==> src/rtl/axi4_lite_arb_pkg.sv <==
// Shared types and helpers for the AXI4-Lite ROM read arbiter.
// Holds the FSM state encoding and the grant-index width helper.
package axi4_lite_arb_pkg;

   typedef enum logic [1:0] {
      IDLE = 2'd0,
      ADDR = 2'd1,
      DATA = 2'd2
   } arb_state_t;

   // Grant index width; never zero, even for a single requester.
   function automatic int clog2_min1(input int n);
      return (n <= 2) ? 1 : $clog2(n);
   endfunction

endpackage

==> src/rtl/rr_arbiter.sv <==
// Combinational request picker: round-robin from ptr, or fixed lowest-index-first
// when ROM_ARB_FIXED_PRIO_EN is defined (ptr port then disappears). Zero latency, no backpressure.
module rr_arbiter
   import axi4_lite_arb_pkg::*;
#(
   parameter  int NUM_REQ = 4,
   localparam int GRANT_W = clog2_min1(NUM_REQ)
) (
   input  logic [NUM_REQ-1:0] req,
`ifndef ROM_ARB_FIXED_PRIO_EN
   input  logic [GRANT_W-1:0] ptr,
`endif
   output logic [NUM_REQ-1:0] gnt,
   output logic [GRANT_W-1:0] gnt_idx
);

   always_comb begin
      logic found;
      gnt     = '0;
      gnt_idx = '0;
      found   = 1'b0;
`ifndef ROM_ARB_FIXED_PRIO_EN
      // First pass covers ptr..NUM_REQ-1, second pass wraps to 0..ptr-1.
      for (int i = 0; i < NUM_REQ; i++) begin
         if (!found && req[i] && (i >= int'(ptr))) begin
            found   = 1'b1;
            gnt[i]  = 1'b1;
            gnt_idx = GRANT_W'(i);
         end
      end
`endif
      for (int i = 0; i < NUM_REQ; i++) begin
         if (!found && req[i]) begin
            found   = 1'b1;
            gnt[i]  = 1'b1;
            gnt_idx = GRANT_W'(i);
         end
      end
   end

endmodule

==> src/rtl/axi4_lite_rom_rd_arbiter.sv <==
// Shares one AXI4-Lite ROM read port among NUM_REQ masters, one transaction at a time; AR to ROM
// one cycle after grant, grants >= 3 cycles apart; R stalls on the winner's s_r_ready. ROM_ARB_FIXED_PRIO_EN selects fixed priority.
module axi4_lite_rom_rd_arbiter
   import axi4_lite_arb_pkg::*;
#(
   parameter int NUM_REQ    = 4,
   parameter int DATA_WIDTH = 32,
   parameter int ADDR_WIDTH = 10
) (
   input  logic                          clk,
   input  logic                          rst_n,
   input  logic [NUM_REQ-1:0]            s_ar_valid,
   output logic [NUM_REQ-1:0]            s_ar_ready,
   input  logic [NUM_REQ*ADDR_WIDTH-1:0] s_ar_addr,
   output logic [NUM_REQ-1:0]            s_r_valid,
   input  logic [NUM_REQ-1:0]            s_r_ready,
   output logic [DATA_WIDTH-1:0]         s_r_data,
   output logic                          m_ar_valid,
   input  logic                          m_ar_ready,
   output logic [ADDR_WIDTH-1:0]         m_ar_addr,
   input  logic                          m_r_valid,
   output logic                          m_r_ready,
   input  logic [DATA_WIDTH-1:0]         m_r_data,
   output logic                          busy
);

   localparam int GRANT_W = clog2_min1(NUM_REQ);

   arb_state_t              state_q, state_d;
   logic [GRANT_W-1:0]      grant_q;
   logic [ADDR_WIDTH-1:0]   addr_q;
   logic [NUM_REQ-1:0]      arb_gnt;
   logic [GRANT_W-1:0]      arb_idx;
   logic [ADDR_WIDTH-1:0]   sel_addr;
`ifndef ROM_ARB_FIXED_PRIO_EN
   logic [GRANT_W-1:0]      rr_ptr;
`endif

   rr_arbiter #(
      .NUM_REQ (NUM_REQ)
   ) u_arb (
      .req     (s_ar_valid),
`ifndef ROM_ARB_FIXED_PRIO_EN
      .ptr     (rr_ptr),
`endif
      .gnt     (arb_gnt),
      .gnt_idx (arb_idx)
   );

   // One-hot mux keeps the address pick free of variable part-selects.
   always_comb begin
      sel_addr = '0;
      for (int i = 0; i < NUM_REQ; i++) begin
         if (arb_gnt[i]) sel_addr = s_ar_addr[i*ADDR_WIDTH +: ADDR_WIDTH];
      end
   end

   always_ff @(posedge clk or negedge rst_n) begin
      if (!rst_n) state_q <= IDLE;
      else        state_q <= state_d;
   end

   always_comb begin
      state_d = state_q;
      case (state_q)
         IDLE: if (|s_ar_valid) state_d = ADDR;
         ADDR: if (m_ar_ready) state_d = DATA;
         DATA: if (m_r_valid && s_r_ready[grant_q]) state_d = IDLE;
         default: begin
            state_d = IDLE;
`ifndef SYNTHESIS
            $error("axi4_lite_rom_rd_arbiter: illegal state %0d", state_q);
`endif
         end
      endcase
   end

   always_comb begin
      s_ar_ready = '0;
      s_r_valid  = '0;
      s_r_data   = '0;
      m_ar_valid = 1'b0;
      m_ar_addr  = '0;
      m_r_ready  = 1'b0;
      busy       = (state_q != IDLE);
      case (state_q)
         IDLE: s_ar_ready = arb_gnt;
         ADDR: begin
            m_ar_valid = 1'b1;
            m_ar_addr  = addr_q;
         end
         DATA: begin
            s_r_valid[grant_q] = m_r_valid;
            m_r_ready          = s_r_ready[grant_q];
            s_r_data           = m_r_data;
         end
         default: ;
      endcase
   end

   always_ff @(posedge clk or negedge rst_n) begin
      if (!rst_n) begin
         grant_q <= '0;
         addr_q  <= '0;
`ifndef ROM_ARB_FIXED_PRIO_EN
         rr_ptr  <= '0;
`endif
      end else begin
         if (state_q == IDLE && |s_ar_valid) begin
            grant_q <= arb_idx;
            addr_q  <= sel_addr;
         end
`ifndef ROM_ARB_FIXED_PRIO_EN
         // Pointer moves only on completion, so an abandoned grant never advances it.
         if (state_q == DATA && m_r_valid && m_r_ready) begin
            rr_ptr <= (grant_q == GRANT_W'(NUM_REQ-1)) ? '0 : grant_q + 1'b1;
         end
`endif
      end
   end

endmodule

==> config.mk <==
export PLATFORM = sky130hd
export DESIGN_NAME = axi4_lite_rom_rd_arbiter
export DESIGN_NICKNAME = d
export VERILOG_FILES = /design/src/rtl/axi4_lite_arb_pkg.sv /design/src/rtl/rr_arbiter.sv /design/src/rtl/axi4_lite_rom_rd_arbiter.sv
export SDC_FILE = /design/constraint.sdc
export NUM_CORES = 1
export LEC_CHECK = 0
export BUFFER_PORTS_ARGS = -buffer_cell sky130_fd_sc_hd__buf_2
export CAP_MARGIN = 10
export CORE_AREA = 4 4 83 85
export DETAILED_ROUTE_END_ITERATION = 7
export DIE_AREA = 0 0 87 89
export GPL_TIMING_DRIVEN = 0
export MAX_ROUTING_LAYER = met4
export PLACE_DENSITY = 0.59
export SYNTH_ARGS = -nofsm -noshare
export SYNTH_HDL_FRONTEND = slang
export SYNTH_SLANG_ARGS = --single-unit
==> constraint.sdc <==
create_clock -name clk -period 2.52 [get_ports clk]
set_clock_uncertainty 0.05 [all_clocks]
set_input_delay 0.126 -clock clk [delete_from_list [all_inputs] [get_ports clk]]
set_output_delay 0.126 -clock clk [all_outputs]
set_load 0.01 [all_outputs]
==> results by stage, run 1 <==
Outcome:
- The run finished with clean final reports.

STA:
- The maximum clock rate is 0.491 GHz.
- Adding up every negative setup slack in the final design gives 0 ns.
- Headroom to the max-slew limit came out at 65.5%.
- The final critical delay including setup and external delays is 2.04 ns.
- Setup repair after global routing left no endpoint under its margin.
- The worst setup slack after layout is 0.484 ns.
- The count of endpoints failing hold in the final timing report is 0.
- The final-report setup violation count is 0.
- Of the available clock period, the critical path in the final layout requires 80.8%.
- The transition time of the tightest slew-check pin is 0.518 ns.
- The max-slew violation count is 0.

Placement:
- Summed over all nets, the half-perimeter wirelength after detailed placement is 4680 um.
- The final weighted congestion in routability-driven placement is 0.836.
- The worst slack at placement is 0.783 ns.
- Buffers placed on the I/O ports in this run total 133.

Cells and area:
- In the final layout, flip-flops and latches occupy 400 um^2.
- The top cell types in the final layout, fill and taps aside, are buf_2, and2_1, dfrtp_1.
- In the final layout, the share of cells above drive strength 1 is 47.5%.
- 0 antenna diodes ended up in the layout.
- The layout has 679 filler cells.
- The library cell used most frequently in the layout, excluding fill and tap cells, is buf_2.
- In the final layout, the multi-input gates occupy 958 um^2.
- The number of nets in the finished design is 411.
- From synthesis to final layout, the design area changed by 55.7%.

Synthesis:
- The fraction of the mapped netlist area in compound gates is 23.5%.
- The post-synthesis share of cell area spent on full adders, half adders and majority gates is 3.37%.
- The area share of xor/xnor cells in the synthesized design is 0%.
- The flip-flop and latch count after synthesis is 16.
- The post-synthesis instance total is 184.
- By area, the combinational part of the netlist is dominated by simple AND/OR/NAND/NOR gates.
- The number of different library cells used by synthesis comes to 34.
- The netlist area before placement is 1480 um^2.
- Multiplexer cells account for 2.28% of the synthesized area.
- The synthesized-area fraction occupied by and/or/nand/nor cells is 35.4%.
- Counting every net in the synthesized netlist gives 272.
- The portion of the post-synthesis area used by sequential elements is 27.0%.
- The number of synthesized flops with an enable pin is 0.
- The Yosys warning count is 0.
- In this run the mean area of a mapped cell was 8.06 um^2.
- The async set-or-reset flop fraction in the synthesized netlist is 100%.
- For this run, the leading register cell type out of synthesis is dfrtp_1.

Global route:
- The total overflow left after global routing is 0.
- The largest net degree at the start of global routing is 17.
- The first-pass GRT wire length is 8380 um.
- The number of antenna violations at the first check in global routing is 0.
- The all-layer global routing usage is 13.9%.
- The number of global-route vias before repair is 1,685.

Drt:
- Dividing the detail-routed wire length by the instance count gives 14.4 um.
- The routed via count divided by cell count is 4.72.
- The count of nets left with antenna violations once routing finished came out at 0.
- Summing over every cut layer, the via total after detailed routing is 1,884.
- After detailed routing, the number of remaining DRC violations is 0.
- The number of search-and-repair iterations in the first detailed-routing pass is 4.
- For this block, the routed nets add up to 5740 um of wire.
- The number of DRC violations after detailed-routing iteration 0 is 37.

Critical path:
- The worst setup path is launched from a register.
- Data on the critical path is required at its endpoint by 2.34 ns.
- The highest net fanout along the worst path is 10.
- On the worst path, the slowest cell contributes a delay of 0.40 ns.
- The cell that appears most often on the critical path is buf_2.
- The signal on the critical path passes through buf_2 > o21bai_1 > clkbuf_1 > nand3_1 > nor2_1 > buf_2.
- The worst setup path is captured at a primary output.
- The cell with the largest stage delay on the worst path is clkbuf_1.
- For the worst setup path, the data arrival time is 1.86 ns.
- The worst setup path is of the reg -> out kind.

CTS:
- The clock latency at the later pin of the worst-skew pair is 0.25 ns.
- Counting the buffers created by CTS gives 3.
- The number of sinks on the clock net is 16.
- The CTS tree is built.
- The clock edge transition at the registers on the reported setup and hold paths is 0.07 ns.
- The clock root buffer is clkbuf_8.
- The number of H-tree levels is 1.
- The number of gates given a new drive strength after cts is 0.
- The clock passes through at most 2 buffers.

Die:
- The initial cell density of the core is 23.9%.
- The y dimension of the die is 89 um.
- The count of boundary I/O pins is 137.
- Row generation in the floorplan step produced 29 rows.
- The die covers 7740 um^2.
- From left edge to right edge, the die measures 87 um.
- The core area is 6200 um^2.

Power:
- For this design the static power due to leakage is 1.24 nW.
- The overall power of the completed layout is 0.00211 W.
- In this run the power density over the cells is 913 nW/um^2.
- The worst-case vdd ir drop is 438 uV.

Job:
- The number of maximum-capacitance constraint violations is 0.

Min path:
- The class of the tightest hold or removal check is in -> reg.
## cells in the mapped netlist, types with 2 or more instances
| cell | instances | area (um^2) |
|---|---|---|
| buf_6 | 3 | 33.8 |
| a21oi_1 | 2 | 10.0 |
| nand2_1 | 5 | 18.8 |
| clkbuf_1 | 9 | 33.8 |
| and3_1 | 4 | 25.0 |
| nor2_1 | 15 | 56.3 |
| nor2b_1 | 6 | 37.5 |
| o221ai_1 | 2 | 17.5 |
| o21ai_0 | 4 | 20.0 |
| nand3_1 | 12 | 60.1 |
| o21bai_1 | 2 | 15.0 |
| and2_1 | 43 | 269 |
| ha_1 | 4 | 50.1 |
| a41oi_1 | 10 | 87.6 |
| nand2b_1 | 2 | 12.5 |
| a32oi_1 | 10 | 87.6 |
| a31oi_1 | 11 | 68.8 |
| dfrtp_1 | 16 | 400 |
| inv_1 | 4 | 15.0 |
| buf_2 | 6 | 30.0 |
## flip-flops by register name, indices dropped and copies added, names as in the netlist
name     flops
state_q      2
addr_q      10
grant_q      2
rr_ptr       2
## area by class of cell
cell class / count / share of cell area (%)
Buffer: 20 / 4.76
Tap cell: 77 / 4.17
Multi-Input combinational cell: 144 / 41.5
Timing Repair Buffer: 134 / 29.2
Sequential cell: 16 / 17.3
Clock buffer: 4 / 2.38
Inverter: 4 / 0.650
## worst paths after layout
path                                  from             to  slack (ns)  cells after the start
worst max-delay path             rr_ptr[1]  s_ar_ready[3]        0.48                      6
worst min-delay path            m_ar_ready     state_q[0]        0.03                      2
worst max register to register  state_q[1]      addr_q[2]        0.83                      6
worst min register to register   addr_q[4]      addr_q[4]        0.49                      2
max in group asynchronous            rst_n      addr_q[1]        1.88                      2
min in group asynchronous            rst_n      addr_q[7]        0.27                      2
## layer usage
| metal | part of all wire (%) | GRT usage (%) | vias to the layer above |
|---|---|---|---|
| met5 | 0 | - | - |
| met4 | 0.92 | 3.12 | 0 |
| met3 | 6.4 | 0.645 | 4 |
| met2 | 49 | 23.6 | 76 |
| met1 | 44 | 18.3 | 865 |
| li1 | - | - | 939 |
## report_power, final
group | switching [W] | internal [W] | leakage, nW
Sequential | 0.0000850 | 0.000389 | 0.187
Clock | 0.0000973 | 0.000139 | 0.0288
Combinational | 0.000777 | 0.000622 | 1.03
## metrics by stage
stage	instance area, um^2	hold slack, ns	util (%)	std cells
5_1_grt	2310	0.0535	37.2	399
2_1_floorplan	1480	-0.220	-	184
4_1_cts	2310	0.0256	37.2	399
6_report	2310	0.0268	37.2	399
3_3_place_gp	2250	0.0145	36.2	394
3_5_place_dp	2250	0.0204	36.2	394
## repair_timing
item	4_1_cts	5_1_grt
endpoints found under the hold margin	16	0
hold buffers	1	0
buffers inserted	0	0
## kinds of logic (layout without fill, tap and decap cells)
group / Yosys count / in the layout
buffers and inverters: 24 / 162
AOI/OAI and AO/OA: 45 / 45
DFF: 16 / 16
adders and majority gates: 4 / 4
and+or+nand+nor: 93 / 93
muxes: 2 / 2
## worst max-delay path: cells and delay by family (launching register included)
kind                   cells  cell delay (ns)
AO/OA/AOI/OAI              1             0.16
buffers and inverters      3             0.76
flip-flops                 1             0.35
AND/OR/NAND/NOR            2             0.34
Note: power is estimated with default switching activity, not from simulation.
==> run 2, diff against run 1 <==
PLACE_DENSITY = 0.61   (was 0.59)
clock period = 1.7 ns   (was 2.52 ns; I/O delays follow)
==> run 2 against run 1 <==
  * The flow now finishes with violations (setup timing)
  * Register-to-register slack got worse by 0.82 ns
  * Utilization rose by 3.3 points
  * Largest power group unchanged
  * Hold slack improved by 0.027 ns
  * Flip-flop and latch count did not move
  * Sequential share of layout area fell by 1.3 points
  * First-iteration DRC count rose by 62%
  * Via count rose by 3.6%
  * Combinational power rose by 80%
  * Global-route usage rose by 0.28 points
  * Die area did not move
==> results by stage, run 2 (synthesis gave the netlist of run 1 again) <==
Power:
- The switching portion of total power is 43.5% (was 45.5%).
- The overall power of the completed layout was 0.00352 W (was 0.00211 W).
- The sequential group share of total power came to 20.1% (was 22.5%).
- The net load switching power came to 0.00153 W (was 0.000960 W).
- The internal power of the cells is 0.00199 W (was 0.00115 W).
- The worst-case vdd ir drop came to 526 uV (was 438 uV).
- The leakage power is 1.35 nW (was 1.24 nW).
- The power density of the placed cells is 1400 nW/um^2 (was 913 nW/um^2).
- The share of power burned in the clock network is 8.3% (was 11.2%).
- The combinational group share of total power is 71.6% (was 66.3%).

STA:
- RSZ-0062 raised after global routing: yes (was no).
- The final setup TNS was -0.0908 ns (was 0 ns).
- The final-report setup violation count is 3 (was 0).
- The count of endpoints failing hold in the final timing report is 0 (unchanged).
- The worst setup slack after layout came to -0.0691 ns (was 0.484 ns).
- Of the available clock period, the critical path in the final layout requires 104%.
- The final critical delay including setup and external delays is 1.77 ns.
- The transition time of the tightest slew-check pin came to 0.486 ns (was 0.518 ns).
- The maximum clock rate is 0.565 GHz.
- The max-slew violation count came to 0 (unchanged).
- The relative max-transition margin was 67.6% (was 65.5%).
- The final-layout worst hold slack is 0.0534 ns (was 0.0268 ns).

Die:
- The core area came to 6200 um^2 (unchanged).
- The initial cell density of the core was 23.9% (unchanged).
- The standard-cell row count is 29 (unchanged).
- The die footprint is 7740 um^2 (unchanged).
- The width of the die was 87 um (unchanged).
- The y dimension of the die came to 89 um (unchanged).
- The count of boundary I/O pins is 137 (unchanged).

CTS:
- The clock root buffer is clkbuf_8 (unchanged).
- The clock edge transition at the registers on the reported setup and hold paths is 0.07 ns (about the same).
- The CTS tree is built (unchanged).
- The total CTS buffers is 3 (unchanged).
- The number of H-tree levels is 1 (unchanged).
- The maximum buffer depth of the clock tree came to 2 (unchanged).
- The clock latency at the later pin of the worst-skew pair is 0.25 ns (about the same).
- The number of sinks on the clock net is 16 (unchanged).

Drt:
- The average detailed-routed wire length per instance came to 14.3 um (was 14.4 um).
- The number of remaining DRC errors is 0 (unchanged).
- The total wire length is 5930 um (was 5740 um).
- The number of search-and-repair iterations in the first detailed-routing pass is 4 (unchanged).
- The total vias in the final route was 1,951 (was 1,884).
- The routed via count divided by cell count is 4.70 (was 4.72).
- The number of DRC violations after detailed-routing iteration 0 is 60 (was 37).
- The post-detailed-route count of antenna-violating nets is 0 (unchanged).

Placement:
- The detailed placer's ending HPWL is 4630 um (was 4680 um).
- The final weighted congestion in routability-driven placement was 0.793 (was 0.836).
- The area after detailed placement is 2250 um^2 (unchanged).
- The number of buffer cells added on primary ports is 133 (unchanged).

Global route:
- The number of global-route vias before repair is 1,801 (was 1,685).
- The first-pass GRT wire length came to 8500 um (was 8380 um).
- The total grt overflow is 0 (unchanged).
- The number of antenna violations at the first check in global routing is 0 (unchanged).
- The largest net degree at the start of global routing was 17 (unchanged).
- The all-layer global routing usage is 14.2% (was 13.9%).

Cells and area:
- The most common cell after layout, fill and taps aside is buf_2 (unchanged).
- The area growth from synthesis to final layout is 69.5% (was 55.7%).
- The count of filler cells inserted in the layout is 658 (was 679).
- The diode insertion count for antenna repair came to 0 (unchanged).
- Commonest cells after routing, fill and taps aside: buf_2, and2_1, buf_4 (was buf_2, and2_1, dfrtp_1).
- The number of flip-flops under the largest register name came to 10 (unchanged).
- The ratio of cells with drive above 1 in the final layout is 54.1% (was 47.5%).
- The fraction of the core area covered by cells at the end of the flow was 40.5% (was 37.2%).
- The area of all placed cells without fillers is 2510 um^2 (was 2310 um^2).
- The register bank with the most flops was addr_q (unchanged).
- The number of nets in the finished design is 428 (was 411).

Outcome:
- Run status: finished, violations left (was finished clean).
- The final reports fail on setup timing.

Critical path:
- Worst path cell trace: and2b_2 > o311ai_4 > buf_6 > nand2_2 > nor2_1 > buf_2 (was buf_2 > o21bai_1 > clkbuf_1 > nand3_1 > nor2_1 > buf_2).
- The highest net fanout along the worst path is 3 (was 10).
- The kind of end point of the critical path is a primary output (unchanged).
- The cell with the largest stage delay on the worst path is dfrtp_2 (was clkbuf_1).
- The required time reported for the critical path endpoint is 1.56 ns (was 2.34 ns).
- The startpoint type of the worst setup path was a register (unchanged).
- The critical path's largest stage delay is 0.39 ns (was 0.40 ns).
- The count of buffering cells on the critical path with inverters included came to 2 (was 3).
- The top cell family by delay on the critical path was flip-flops (was buffers and inverters).
- The endpoint arrival time on the critical path is 1.63 ns (was 1.86 ns).
- The kind of critical path is reg -> out (unchanged).

Job:
- The number of maximum-capacitance constraint violations came to 0 (unchanged).

Min path:
- The class of the tightest hold or removal check is in -> reg (unchanged).
==> run 2: layout make-up <==
cell class / instances / area, um^2 / share of cell area, %
buffer: 20 / 144 / 5.72
clock buffer: 3 / 41.3 / 1.64
inverter: 4 / 15.0 / 0.597
multi-input combinational: 144 / 1010 / 40.0
sequential: 16 / 403 / 16.0
tap: 77 / 96.3 / 3.83
timing repair buffer: 151 / 810 / 32.2
==> run 2: power groups by stage <==
stage	Combinational (W)	Sequential, W	Clock (W)
floorplan	0.00138	0.000676	0
global placement	0.00206	0.000708	0
detailed placement	0.00209	0.000715	0
CTS	0.00228	0.000710	0.000296
global route	0.00277	0.000736	0.000316
finish	0.00252	0.000706	0.000293
==> run 2: worst paths after layout <==
path	from	end	slack, ns	cells past startpoint
setup / recovery	rr_ptr[0]	s_ar_ready[2]	-0.07	6
hold / removal	s_ar_addr[6]	addr_q[6]	0.05	3
setup reg to reg	rr_ptr[0]	addr_q[2]	0.01	6
max in group asynchronous	rst_n	grant_q[0]	1.07	2
min in group asynchronous	rst_n	addr_q[6]	0.23	2
hold reg to reg	addr_q[3]	addr_q[3]	0.49	2
==> run 2: worst min-delay path, stage by stage <==
cell	delay [ns]
buf_2	0.10
nand3_1	0.07
a31oi_1	0.07
==> run 2: repair_timing <==
item,CTS,global route
pin swaps,0,5
endpoints found under the setup margin,36,33
buffers inserted,5,11
endpoints found under the hold margin,17,0
cloned,0,0
gates resized for setup,15,17
hold buffers,2,0
==> run 2: through the flow <==
step | worst slack, ns | std cells
6_report | -0.0691 | 415
5_1_grt | -0.106 | 415
4_1_cts | -0.0444 | 404
3_5_place_dp | -0.00501 | 394
3_3_place_gp | 0.0112 | 394
2_1_floorplan | 0.118 | 184
==> run 2: metal layers <==
metal  track usage (%)  part of all wire [%]
met1              17.4                    41
met2              24.6                    52
met3              1.38                   6.6
met4              4.25                  0.47
met5                 -                     0
